**config.mk**
```make
export PLATFORM = sky130hd
export DESIGN_NAME = tag_lookup_sequencer_fa
export DESIGN_NICKNAME = d
export VERILOG_FILES = /design/src/rtl/tag_lookup_sequencer_fa_pkg.sv /design/src/rtl/tag_lookup_sequencer_fa_free_slot_encoder.sv /design/src/rtl/tag_lookup_sequencer_fa.sv
export SDC_FILE = /design/constraint.sdc
export NUM_CORES = 1
export LEC_CHECK = 0
export CELL_PAD_IN_SITES_DETAIL_PLACEMENT = 1
export CELL_PAD_IN_SITES_GLOBAL_PLACEMENT = 2
export CORE_MARGIN = 4
export CORE_UTILIZATION = 29
export DETAILED_ROUTE_END_ITERATION = 7
export GPL_ROUTABILITY_DRIVEN = 0
export HOLD_SLACK_MARGIN = 0.12
export PLACE_DENSITY = 0.84
export RECOVER_POWER = 100
export SLEW_MARGIN = 20
export SYNTH_ARGS = -nofsm -noshare
export SYNTH_HDL_FRONTEND = slang
export SYNTH_SLANG_ARGS = --single-unit
```
**constraint.sdc**
```tcl
create_clock -name clock_i -period 4.14 [get_ports clock_i]
set_clock_uncertainty 0.2 [all_clocks]
set_input_delay 0.414 -clock clock_i [delete_from_list [all_inputs] [get_ports clock_i]]
set_output_delay 0.414 -clock clock_i [all_outputs]
set_load 0.02 [all_outputs]
```
**src/rtl/tag_lookup_sequencer_fa_pkg.sv**
```systemverilog
// Shared encodings for the fully-associative tag lookup sequencer.
// Holds the op codes, the FSM states and a clog2 helper.
package tag_lookup_sequencer_fa_pkg;

    typedef enum logic [1:0] {
        TSEQ_OP_LOOKUP = 2'b00,
        TSEQ_OP_FILL   = 2'b01,
        TSEQ_OP_INVAL  = 2'b10,
        TSEQ_OP_RSVD   = 2'b11
    } tseq_op_e;

    typedef enum logic [2:0] {
        S_IDLE   = 3'd0,
        S_LOOKUP = 3'd1,
        S_EVICT  = 3'd2,
        S_WRITE  = 3'd3,
        S_INVAL  = 3'd4,
        S_RESP   = 3'd5
    } tseq_state_e;

    function automatic int clog2(input int n);
        int r;
        r = 0;
        while ((1 << r) < n) r++;
        return (r < 1) ? 1 : r;
    endfunction

endpackage

```
**src/rtl/tag_lookup_sequencer_fa_free_slot_encoder.sv**
```systemverilog
// Shadow valid vector -> {any_free, lowest free index}.
// Purely combinational priority encoder.
module free_slot_encoder #(
    parameter int N  = 16,
    parameter int BW = 4
) (
    input  logic [N-1:0]  valid,
    output logic          any_free,
    output logic [BW-1:0] idx
);

    always_comb begin
        any_free = 1'b0;
        idx      = '0;
        for (int i = N - 1; i >= 0; i--) begin
            if (!valid[i]) begin
                any_free = 1'b1;
                idx      = BW'(i);
            end
        end
    end

endmodule

```
**src/rtl/tag_lookup_sequencer_fa.sv**
```systemverilog
// Request sequencer for the fully-associative tag lookup table.
// Optional counters: define TAG_SEQ_STATS_EN.
module tag_lookup_sequencer_fa
    import tag_lookup_sequencer_fa_pkg::*;
#(
    parameter int BW_ADDR_SPACE        = 24,
    parameter int CACHE_BLOCK_CAPACITY = 16,
    parameter int WORDS_PER_BLOCK      = 4,
    localparam int BW_CACHE_ADDR = clog2(CACHE_BLOCK_CAPACITY),
    localparam int BW_TAG = BW_ADDR_SPACE - clog2(WORDS_PER_BLOCK)
) (
    input  logic                     clock_i,
    input  logic                     resetn_i,
    input  logic                     req_valid_i,
    output logic                     req_ready_o,
    input  logic [1:0]               req_op_i,
    input  logic [BW_TAG-1:0]        req_tag_i,
    output logic                     rsp_valid_o,
    input  logic                     rsp_ready_i,
    output logic                     rsp_hit_o,
    output logic [BW_CACHE_ADDR-1:0] rsp_addr_o,
    output logic                     rsp_evict_o,
    output logic [BW_TAG-1:0]        rsp_evict_tag_o,
    output logic [BW_TAG-1:0]        lut_tag_search_o,
    output logic [BW_TAG-1:0]        lut_tag_write_o,
    output logic [BW_CACHE_ADDR-1:0] lut_addr_o,
    output logic                     lut_wren_o,
    output logic                     lut_rmen_o,
    input  logic                     lut_hit_i,
    input  logic [BW_CACHE_ADDR-1:0] lut_addr_i,
    input  logic [BW_TAG-1:0]        lut_tag_i
`ifdef TAG_SEQ_STATS_EN
    ,
    input  logic                     stat_clear_i,
    output logic [31:0]              stat_hits_o,
    output logic [31:0]              stat_misses_o,
    output logic [31:0]              stat_evicts_o
`endif
);

    localparam int CAP = CACHE_BLOCK_CAPACITY;
    localparam logic [BW_CACHE_ADDR-1:0] RR_LAST =
        BW_CACHE_ADDR'(CAP - 1);

    tseq_state_e state_q, state_d;
    logic [1:0]               op_q;
    logic [BW_TAG-1:0]        tag_q;
    logic [BW_CACHE_ADDR-1:0] addr_q;
    logic [BW_CACHE_ADDR-1:0] rr_q;
    logic                     hit_q;
    logic                     evict_q;
    logic [BW_TAG-1:0]        evict_tag_q;
    logic [CAP-1:0]           valid_q;
    logic                     any_free;
    logic [BW_CACHE_ADDR-1:0] free_idx;

    free_slot_encoder #(
        .N  (CAP),
        .BW (BW_CACHE_ADDR)
    ) u_free (
        .valid    (valid_q),
        .any_free (any_free),
        .idx      (free_idx)
    );

    always_ff @(posedge clock_i or negedge resetn_i) begin
        if (!resetn_i) state_q <= S_IDLE;
        else           state_q <= state_d;
    end

    always_comb begin
        state_d = state_q;
        unique case (state_q)
            S_IDLE:   if (req_valid_i) state_d = S_LOOKUP;
            S_LOOKUP: begin
                if (lut_hit_i)
                    state_d = (op_q == TSEQ_OP_INVAL) ? S_INVAL : S_RESP;
                else if (op_q == TSEQ_OP_FILL)
                    state_d = any_free ? S_WRITE : S_EVICT;
                else
                    state_d = S_RESP;
            end
            S_EVICT:  state_d = S_WRITE;
            S_WRITE:  state_d = S_RESP;
            S_INVAL:  state_d = S_RESP;
            S_RESP:   if (rsp_ready_i) state_d = S_IDLE;
            default:  state_d = S_IDLE;
        endcase
    end

    always_ff @(posedge clock_i or negedge resetn_i) begin
        if (!resetn_i) begin
            op_q        <= '0;
            tag_q       <= '0;
            addr_q      <= '0;
            rr_q        <= '0;
            hit_q       <= 1'b0;
            evict_q     <= 1'b0;
            evict_tag_q <= '0;
            valid_q     <= '0;
        end else begin
            unique case (state_q)
                S_IDLE: if (req_valid_i) begin
                    op_q  <= req_op_i;
                    tag_q <= req_tag_i;
                end
                S_LOOKUP: begin
                    hit_q       <= lut_hit_i;
                    evict_q     <= 1'b0;
                    evict_tag_q <= '0;
                    if (lut_hit_i)
                        addr_q <= lut_addr_i;
                    else if (op_q == TSEQ_OP_FILL)
                        addr_q <= any_free ? free_idx : rr_q;
                    else
                        addr_q <= '0;
                end
                S_EVICT: begin
                    evict_q     <= 1'b1;
                    evict_tag_q <= lut_tag_i;
                    rr_q <= (rr_q == RR_LAST) ? '0 : rr_q + 1'b1;
                end
                S_WRITE: valid_q[addr_q] <= 1'b1;
                S_INVAL: valid_q[addr_q] <= 1'b0;
                default: ;
            endcase
        end
    end

    always_comb begin
        req_ready_o      = 1'b0;
        rsp_valid_o      = 1'b0;
        rsp_hit_o        = 1'b0;
        rsp_addr_o       = '0;
        rsp_evict_o      = 1'b0;
        rsp_evict_tag_o  = '0;
        lut_tag_search_o = '0;
        lut_tag_write_o  = '0;
        lut_addr_o       = '0;
        lut_wren_o       = 1'b0;
        lut_rmen_o       = 1'b0;
        unique case (state_q)
            S_IDLE:   req_ready_o = resetn_i;
            S_LOOKUP: lut_tag_search_o = tag_q;
            S_EVICT:  lut_addr_o = addr_q;
            S_WRITE: begin
                lut_wren_o      = 1'b1;
                lut_addr_o      = addr_q;
                lut_tag_write_o = tag_q;
            end
            S_INVAL: begin
                lut_rmen_o = 1'b1;
                lut_addr_o = addr_q;
            end
            S_RESP: begin
                rsp_valid_o     = 1'b1;
                rsp_hit_o       = hit_q;
                rsp_addr_o      = addr_q;
                rsp_evict_o     = evict_q;
                rsp_evict_tag_o = evict_tag_q;
            end
            default: ;
        endcase
    end

`ifdef TAG_SEQ_STATS_EN
    logic resp_entry;
    logic entry_hit;

    assign resp_entry = (state_q != S_RESP) && (state_d == S_RESP);
    // Coming straight from LOOKUP, hit_q has not been written yet
    assign entry_hit = (state_q == S_LOOKUP) ? lut_hit_i : hit_q;

    always_ff @(posedge clock_i or negedge resetn_i) begin
        if (!resetn_i) begin
            stat_hits_o   <= '0;
            stat_misses_o <= '0;
            stat_evicts_o <= '0;
        end else if (stat_clear_i) begin
            stat_hits_o   <= '0;
            stat_misses_o <= '0;
            stat_evicts_o <= '0;
        end else if (resp_entry) begin
            if (entry_hit && stat_hits_o != '1)
                stat_hits_o <= stat_hits_o + 1'b1;
            if (!entry_hit && stat_misses_o != '1)
                stat_misses_o <= stat_misses_o + 1'b1;
            if (evict_q && stat_evicts_o != '1)
                stat_evicts_o <= stat_evicts_o + 1'b1;
        end
    end
`endif

endmodule

```
After elaboration in Yosys (flattened, before gate mapping)
Index checks and enable logic that the tools add are counted.
Storage, ports and cells
  bits in registers: 75
  bits of input ports: 55
  output and inout bits: 80
  logic and storage cells: 92
Operators by class
  $add $sub $neg: 1
  $lt $le $gt $ge: 2
  equal/unequal tests: 10
  multiplexer cells: 59
  bitwise operators: 3
  reductions and logical operators: 8
Operators with widths (count)
  4-bit 2-to-1 mux: 22
  22-bit 2-to-1 mux: 3
  22-bit one-hot mux with 2 select lines: 1
  16-bit one-hot mux with 2 select lines: 1
  1-bit 2-to-1 mux: 25
  16-bit AND: 1
  16-bit NOT: 1
  16-bit OR: 1
  3-bit one-hot mux with 5 select lines: 1
  3-bit 2-to-1 mux: 4
  3-bit by 2-bit == test with 1-bit output (second input constant): 2
  3-bit == test (second input constant): 2
  4-bit by 5-bit less-than comparator with 1-bit output (second input constant): 1
  4-bit by 1-bit adder with 4-bit output (second input constant): 1
  1-bit demux with 4-bit select: 1
  4-bit == test (second input constant): 1
  4-bit by 1-bit >= comparator with 1-bit output (second input constant): 1
  2-bit inequality test (second input constant): 2
  2-bit AND reduction: 2
  2-bit nonzero test: 2
  3-bit by 1-bit == test with 1-bit output (second input constant): 1
  3-bit logical NOT: 1
  3-bit OR reduction: 1
  2-bit by 1-bit == test with 1-bit output (second input constant): 1
  4 further kinds: 4

Logic depth before layout (Yosys ltp)
Gate-level depths: netlist of run 1.
  depth after elaboration: 20
  gate-level depth with buffers: 7

Modules after synthesis
Synthesis of run 1 repeated with hierarchy kept, for this count alone.
Unflattened totals
  cells, all modules: 351
  area total of the unflattened synthesis: 3817.4 um^2
By module, submodules not included
  tag_lookup_sequencer_fa: instances 1, cells each 317, area each 3651.0 um^2, seq. area each 1876.8 um^2
  free_slot_encoder: instances 1, cells each 34, area each 166.4 um^2, seq. area each 0.0 um^2

Worst setup path before layout of run 1
OpenSTA, ideal clock, no wires.
  kind: register to output
  start: reg state_q[1]
  end: out lut_tag_search_o[10]
  arrival time: 1487 ps
  path slack: 2039 ps
  stages on the path, launching flop included: 6
  buffers on the path: 3
  path through: dfrtp_1 > buf_2 > nor3b_2 > clkbuf_1 > clkbuf_1 > and2_1
Between the ends
  longest elaborated chain between the ends: 2
Ends and longest elaborated chain
  from (decl): RTL line tag_lookup_sequencer_fa.sv:45  | tseq_state_e state_q, state_d;
  from (signal assigned): RTL line tag_lookup_sequencer_fa.sv:68  | else state_q <= state_d;
  3-bit by 1-bit == test with 1-bit output: RTL line tag_lookup_sequencer_fa.sv:142  | unique case (state_q)
  22-bit 2-to-1 mux: RTL line tag_lookup_sequencer_fa.sv:142
  to (decl): RTL line tag_lookup_sequencer_fa.sv:24  | output logic [BW_TAG-1:0] lut_tag_search_o,
No other way between the ends.

Worst setup path after layout of run 1
  start: reg state_q[0]
  end: out lut_tag_search_o[2]
The elaborated chain is that of the path after synthesis.

==> flow_metrics.env, run 1 <==
export IMPL_final_area_sq_um=5460
export IMPL_ys_seq_area_frac=0.506
export IMPL_ios=135
export IMPL_timing_hold_ws_ps=272
export IMPL_grt_pass1_wl_microns=17500
export IMPL_final_layout_size_suffix_gt1_frac=0.0934
export IMPL_syn_inst=348
export IMPL_grt_pass1_vias=3300
export IMPL_drtPass1Iterations=4
export IMPL_slew_limit_headroom=-0.382
export IMPL_endpoint_kind="output port"
export IMPL_synth_top_cells_by_count="and2_1, dfrtp_1, mux2_2"
export IMPL_p_clk_frac=0.243
export IMPL_area_growth_syn_to_layout_pct=47.4
export IMPL_setup_violations=0
export IMPL_max_freq_mhz=283
export IMPL_r2r_cells=4
export IMPL_hold_viol_final=0
export IMPL_antenna_found_initial=1
export IMPL_dieHeight_microns=121
export IMPL_clockRootBuffer="clkbuf_16"
export IMPL_synthesis_nets=404
export IMPL_yosys_cell_types_count=37
export IMPL_r2r_setup_slack_ps=1100
export IMPL_syn_area_per_cell_sq_um=10.6
export IMPL_holdPathStages=1
export IMPL_wl_per_cell_microns=16.9
export IMPL_p_comb_frac=0.362
export IMPL_rsz0062_at_grt="false"
export IMPL_dp_hpwl_microns=8050
export IMPL_place_area_sq_um=5230
export IMPL_htreeDepth=3
export IMPL_row_count=41
export IMPL_startpoint="state_q[0]$_DFFE_PN0P_"
export IMPL_dieArea_sq_um=14700
export IMPL_yosys_warnings=0
export IMPL_synth_top_area_frac=0.506
export IMPL_critPathKind="reg2out"
export IMPL_hold_path_class="reg2reg"
export IMPL_core_area_sq_um=12600
export IMPL_r2r_end="evict_tag_q[11]$_DFFE_PN0P_"
export IMPL_fin_tns_setup_ps=0
export IMPL_clk_pin_slew_ps=50
export IMPL_grt_max_degree=40
export IMPL_netlist_top_cells_area="dfrtp_1, and2_1, mux2_2"
export IMPL_sw_frac_of_total=0.370
export IMPL_globalRouteTotalUtil=0.151
export IMPL_start_kind="register"
export IMPL_ys_flop_type="dfrtp_1"
export IMPL_worst_pin_slew_ps=2070
export IMPL_synth_largest_area_cell="dfrtp_1"
export IMPL_grt_overflow_total=0
export IMPL_remaining_drc_errors=0
export IMPL_p_sw_uw=1130
export IMPL_fin_cells=655
export IMPL_synthArstFlopShare=1.00
export IMPL_finalMaxSlewViolations=78
export IMPL_start_util=0.295
export IMPL_cp_data_arrival_time_ps=2920
export IMPL_ir_worst_vdd_mv=0.218
export IMPL_port_buffers=134
export IMPL_maxCapViolations=3
export IMPL_intPower_uw=1920
export IMPL_syn_cell_area_sq_um=3710
export IMPL_violations="capacitance limit, slew limit"
export IMPL_fin_crit_sh=0.853
export IMPL_fp_dieW_microns=121
export IMPL_cts_tree="done"
export IMPL_ctsResizeCount=0
export IMPL_wl_microns=11100
export IMPL_crit_required_ps=3530
export IMPL_clock_sinks=75
export IMPL_clockBufferDepth=2
export IMPL_p_per_area_nw_per_um2=557
export IMPL_cts_setup_buffers=0
export IMPL_p_leak_uw=0.00252
export IMPL_clock_latency_ps=330
export IMPL_crit_fanout=17
export IMPL_r2r_start="state_q[1]$_DFFE_PN0P_"
export IMPL_synth_edff_count=0
export IMPL_drt_iter0_drc=96
export IMPL_viasPerCell=4.76
export IMPL_ant_nets=0
export IMPL_layout_min_cycle_time_ps=3530
export IMPL_status="finished with violations"
export IMPL_seqPwrFrac=0.395
export IMPL_holdBufCountCts=1
export IMPL_p_total_uw=3040
export IMPL_vias=3119
export IMPL_cts_buffers=9
export IMPL_final_nets=534
export IMPL_dp_cells=638
export IMPL_ys_seq_elements=75
export IMPL_crit_end="lut_tag_search_o[2]"
-- kinds of logic (layout without fill, tap and decap cells) --
kind of cell / count (synthesis) / in the layout / share of synthesized area
mux: 31 / 31 / 0.0935
simple gates: 144 / 144 / 0.236
xor+xnor: 1 / 1 / 0.00236
flops: 75 / 75 / 0.506
compound gates: 69 / 69 / 0.129
buf+inv: 27 / 161 / 0.0297
fa+ha+maj: 1 / 1 / 0.00338
other cells: 0 / 1 / 0
-- layout make-up --
cell class              count  area, sq um
fillers                  1404         7110
clock buffers              13          270
well taps                 172          215
repair buffers            140         1370
clock inverters             2         10.0
flip-flops and latches     75         1880
diodes                      1         2.50
multi-input cells         246         1690
inverters                   6         22.5
-- routing by layer --
layer | vias up | wire length, microns | global-route usage
met2 | 87 | 5120 | 0.235
met1 | 1546 | 5170 | 0.203
met5 | - | 0 | 0
met3 | 6 | 733 | 0.0550
met4 | 0 | 56 | 0.0312
li1 | 1480 | - | -
-- cells in the final DEF (no fill, tap or decap), types with 8 or more instances in the layout --
cell,instances
o31ai_1,12
and2_1,73
a22o_1,22
nand2b_1,8
mux2_2,26
nand3_1,14
o21ai_0,21
clkdlybuf4s50_1,53
nor2_1,10
dfrtp_1,75
clkbuf_16,9
nand2_1,14
dlygate4sd3_1,81
-- power by group through the flow --
| stage | clock network (uW) | registers [uW] | logic, uW |
|---|---|---|---|
| after floorplan | 0 | 1100 | 766 |
| after global placement | 0 | 1210 | 1160 |
| after detailed placement | 0 | 1220 | 1190 |
| after CTS | 762 | 1210 | 1200 |
| after global routing | 793 | 1250 | 1210 |
| final | 738 | 1200 | 1100 |
-- worst min path at each step --
stage                                   start                  end
after floorplan                      resetn_i            async pin
after global routing      evict_q$_DFFE_PN0P_  evict_q$_DFFE_PN0P_
after CTS                 evict_q$_DFFE_PN0P_  evict_q$_DFFE_PN0P_
after detailed placement             resetn_i            async pin
final                     evict_q$_DFFE_PN0P_  evict_q$_DFFE_PN0P_
after global placement               resetn_i            async pin
-- per-stage QoR --
step / setup WS, ps / utilization
2_1_floorplan: 2040 / -
4_1_cts: 799 / 0.439
5_1_grt: 314 / 0.435
3_3_place_gp: 1210 / 0.416
6_report: 609 / 0.435
3_5_place_dp: 1170 / 0.416
-- critical path, cell delays in order (launching register included) --
cell,delay (ps)
dfrtp_1,510
nor3b_4,590
clkbuf_1,600
and2_1,220
dlygate4sd3_1,670
Note: power is estimated with default switching activity, not from simulation.
==> inputs of run 2 (changes only) <==
--- a/config.mk
+++ b/config.mk
@@ -8,11 +8,11 @@
 export CELL_PAD_IN_SITES_DETAIL_PLACEMENT = 1
 export CELL_PAD_IN_SITES_GLOBAL_PLACEMENT = 2
 export CORE_MARGIN = 4
-export CORE_UTILIZATION = 29
+export CORE_UTILIZATION = 27
 export DETAILED_ROUTE_END_ITERATION = 7
 export GPL_ROUTABILITY_DRIVEN = 0
 export HOLD_SLACK_MARGIN = 0.12
-export PLACE_DENSITY = 0.84
+export PLACE_DENSITY = 0.79
 export RECOVER_POWER = 100
 export SLEW_MARGIN = 20
 export SYNTH_ARGS = -nofsm -noshare
==> constraint.sdc (replaced) <==
create_clock -name clock_i -period 3.7 [get_ports clock_i]
set_clock_uncertainty 0.2 [all_clocks]
set_input_delay 0.37 -clock clock_i [delete_from_list [all_inputs] [get_ports clock_i]]
set_output_delay 0.37 -clock clock_i [all_outputs]
set_load 0.02 [all_outputs]
==> run 2 against run 1 <==
Net effect:
- the run still ends with capacitance limit, slew limit left
- combinational power grew 13%
- non-clock buffer count grew 1
- register-to-register slack lost 340 ps
- sequential share of layout area shrank 0.50 points
- critical endpoint is now lut_addr_o[0]
- largest power group unchanged
- highest routed layer unchanged
==> flow_metrics.env, run 2 (same netlist as run 1, synthesis figures left out) <==
export IMPL_r2r_cells=5
export IMPL_crit_fanout=15
export IMPL_nFillCells=1490
export IMPL_p_clk_frac=0.288
export IMPL_port_buffers=134
export IMPL_seqPwrFrac=0.371
export IMPL_clock_sinks=75
export IMPL_final_layout_size_suffix_gt1_frac=0.101
export IMPL_worst_pin_slew_ps=1900
export IMPL_clk_pin_slew_ps=60
export IMPL_hp_start="evict_q$_DFFE_PN0P_"
export IMPL_drt_iter0_drc=149
export IMPL_ir_worst_vdd_mv=0.265
export IMPL_cts_tree="done"
export IMPL_intPower_uw=2360
export IMPL_p_sw_uw=1270
export IMPL_cts_buffers=9
export IMPL_violations="capacitance limit, slew limit"
export IMPL_n_antenna_cell=0
export IMPL_grt_max_degree=76
export IMPL_min_to="evict_q$_DFFE_PN0P_"
export IMPL_use_met1=0.184
export IMPL_layout_min_cycle_time_ps=3290
export IMPL_start_kind="register"
export IMPL_dp_hpwl_microns=8060
export IMPL_grt_pass1_vias=3460
export IMPL_holdPathStages=1
export IMPL_wl_microns=11200
export IMPL_holdBufCountCts=0
export IMPL_rsz0062_at_grt="false"
export IMPL_drtPass1Iterations=6
export IMPL_hold_path_class="reg2reg"
export IMPL_ios=135
export IMPL_r2r_setup_slack_ps=760
export IMPL_clock_latency_ps=330
export IMPL_dieHeight_microns=125
export IMPL_cp_data_arrival_time_ps=2720
export IMPL_area_growth_syn_to_layout_pct=49.6
export IMPL_hold_viol_final=0
export IMPL_start_util=0.278
export IMPL_slew_limit_headroom=-0.266
export IMPL_startpoint="state_q[1]$_DFFE_PN0P_"
export IMPL_fp_dieW_microns=125
export IMPL_dieArea_sq_um=15700
export IMPL_clockBufferDepth=2
export IMPL_use_met2=0.241
export IMPL_gr_max_usage_layer="met2"
export IMPL_timing_hold_ws_ps=273
export IMPL_ctsResizeCount=0
export IMPL_sw_frac_of_total=0.349
export IMPL_fin_crit_sh=0.889
export IMPL_antenna_found_initial=0
export IMPL_vias=3155
export IMPL_mostFrequentLayoutCell="dlygate4sd3_1"
export IMPL_fin_tns_setup_ps=0
export IMPL_htreeDepth=3
export IMPL_grt_overflow_total=0
export IMPL_r2r_end="evict_tag_q[9]$_DFFE_PN0P_"
export IMPL_max_freq_mhz=304
export IMPL_viasPerCell=4.78
export IMPL_final_nets=535
export IMPL_p_leak_uw=0.00256
export IMPL_globalRouteTotalUtil=0.146
export IMPL_crit_required_ps=3130
export IMPL_p_per_area_nw_per_um2=655
export IMPL_critPathKind="reg2out"
export IMPL_core_area_sq_um=13300
export IMPL_layout_common_cells="dlygate4sd3_1, dfrtp_1, and2_1"
export IMPL_ant_nets=0
export IMPL_status="finished with violations"
export IMPL_remaining_drc_errors=0
export IMPL_r2r_start="state_q[1]$_DFFE_PN0P_"
export IMPL_setup_violations=0
export IMPL_row_count=42
export IMPL_finalMaxSlewViolations=76
export IMPL_grt_pass1_wl_microns=18700
export IMPL_p_comb_frac=0.342
export IMPL_fin_util=0.415
export IMPL_endpoint_kind="output port"
export IMPL_clockRootBuffer="clkbuf_16"
export IMPL_cts_setup_buffers=0
export IMPL_maxCapViolations=1
export IMPL_met3_usage=0.0529
export IMPL_wl_per_cell_microns=16.9
export IMPL_p_total_uw=3630
run 2: cell types whose count changed in the layout (fill, tap and decap cells not counted), sizes merged:
cell / delta
bufinv: +3
clkbuf: +2
buf: -1
clkinv: -1
diode: -1
dlygate4sd3: -1
run 2: worst max path at each step:
stage | end | cells after the start
6_report | lut_addr_o[0] | 5
3_5_place_dp | lut_addr_o[0] | 5
3_3_place_gp | lut_addr_o[2] | 5
5_1_grt | lut_addr_o[3] | 5
4_1_cts | lut_addr_o[0] | 5
2_1_floorplan | lut_tag_search_o[10] | 5
run 2: area by class of cell:
type | count | area (sq um) | area share
Clock inverter | 4 | 95.1 | 0.0172
Sequential cell | 75 | 1880 | 0.339
Clock buffer | 12 | 267 | 0.0481
Inverter | 6 | 22.5 | 0.00406
Multi-Input combinational cell | 246 | 1690 | 0.305
Timing Repair Buffer | 141 | 1370 | 0.247
Tap cell | 176 | 220 | 0.0397
run 2: worst max-delay path, stage by stage (launching register included):
cell,delay [ps]
dfrtp_1,500
or3b_4,470
inv_1,380
a21oi_1,200
nor2_1,140
dlygate4sd3_1,690
run 2: metal layers:
metal,share of wire,vias up
li1,-,1481
met1,0.43,1596
met2,0.50,71
met3,0.061,7
met4,0.0090,0
met5,0,-
run 2: per-stage QoR:
step	std cells	setup slack, ps	instance area [sq um]
final	660	411	5540
after floorplan	348	1640	3710
after global routing	660	216	5540
after detailed placement	644	804	5250
after global placement	644	887	5250
after CTS	660	436	5610
run 2: power groups by stage:
stage	Sequential, uW	Combinational [uW]	Clock, uW
finish	1340	1240	1040
global route	1400	1380	1120
CTS	1360	1340	1080
detailed placement	1370	1330	0
global placement	1350	1310	0
floorplan	1230	858	0
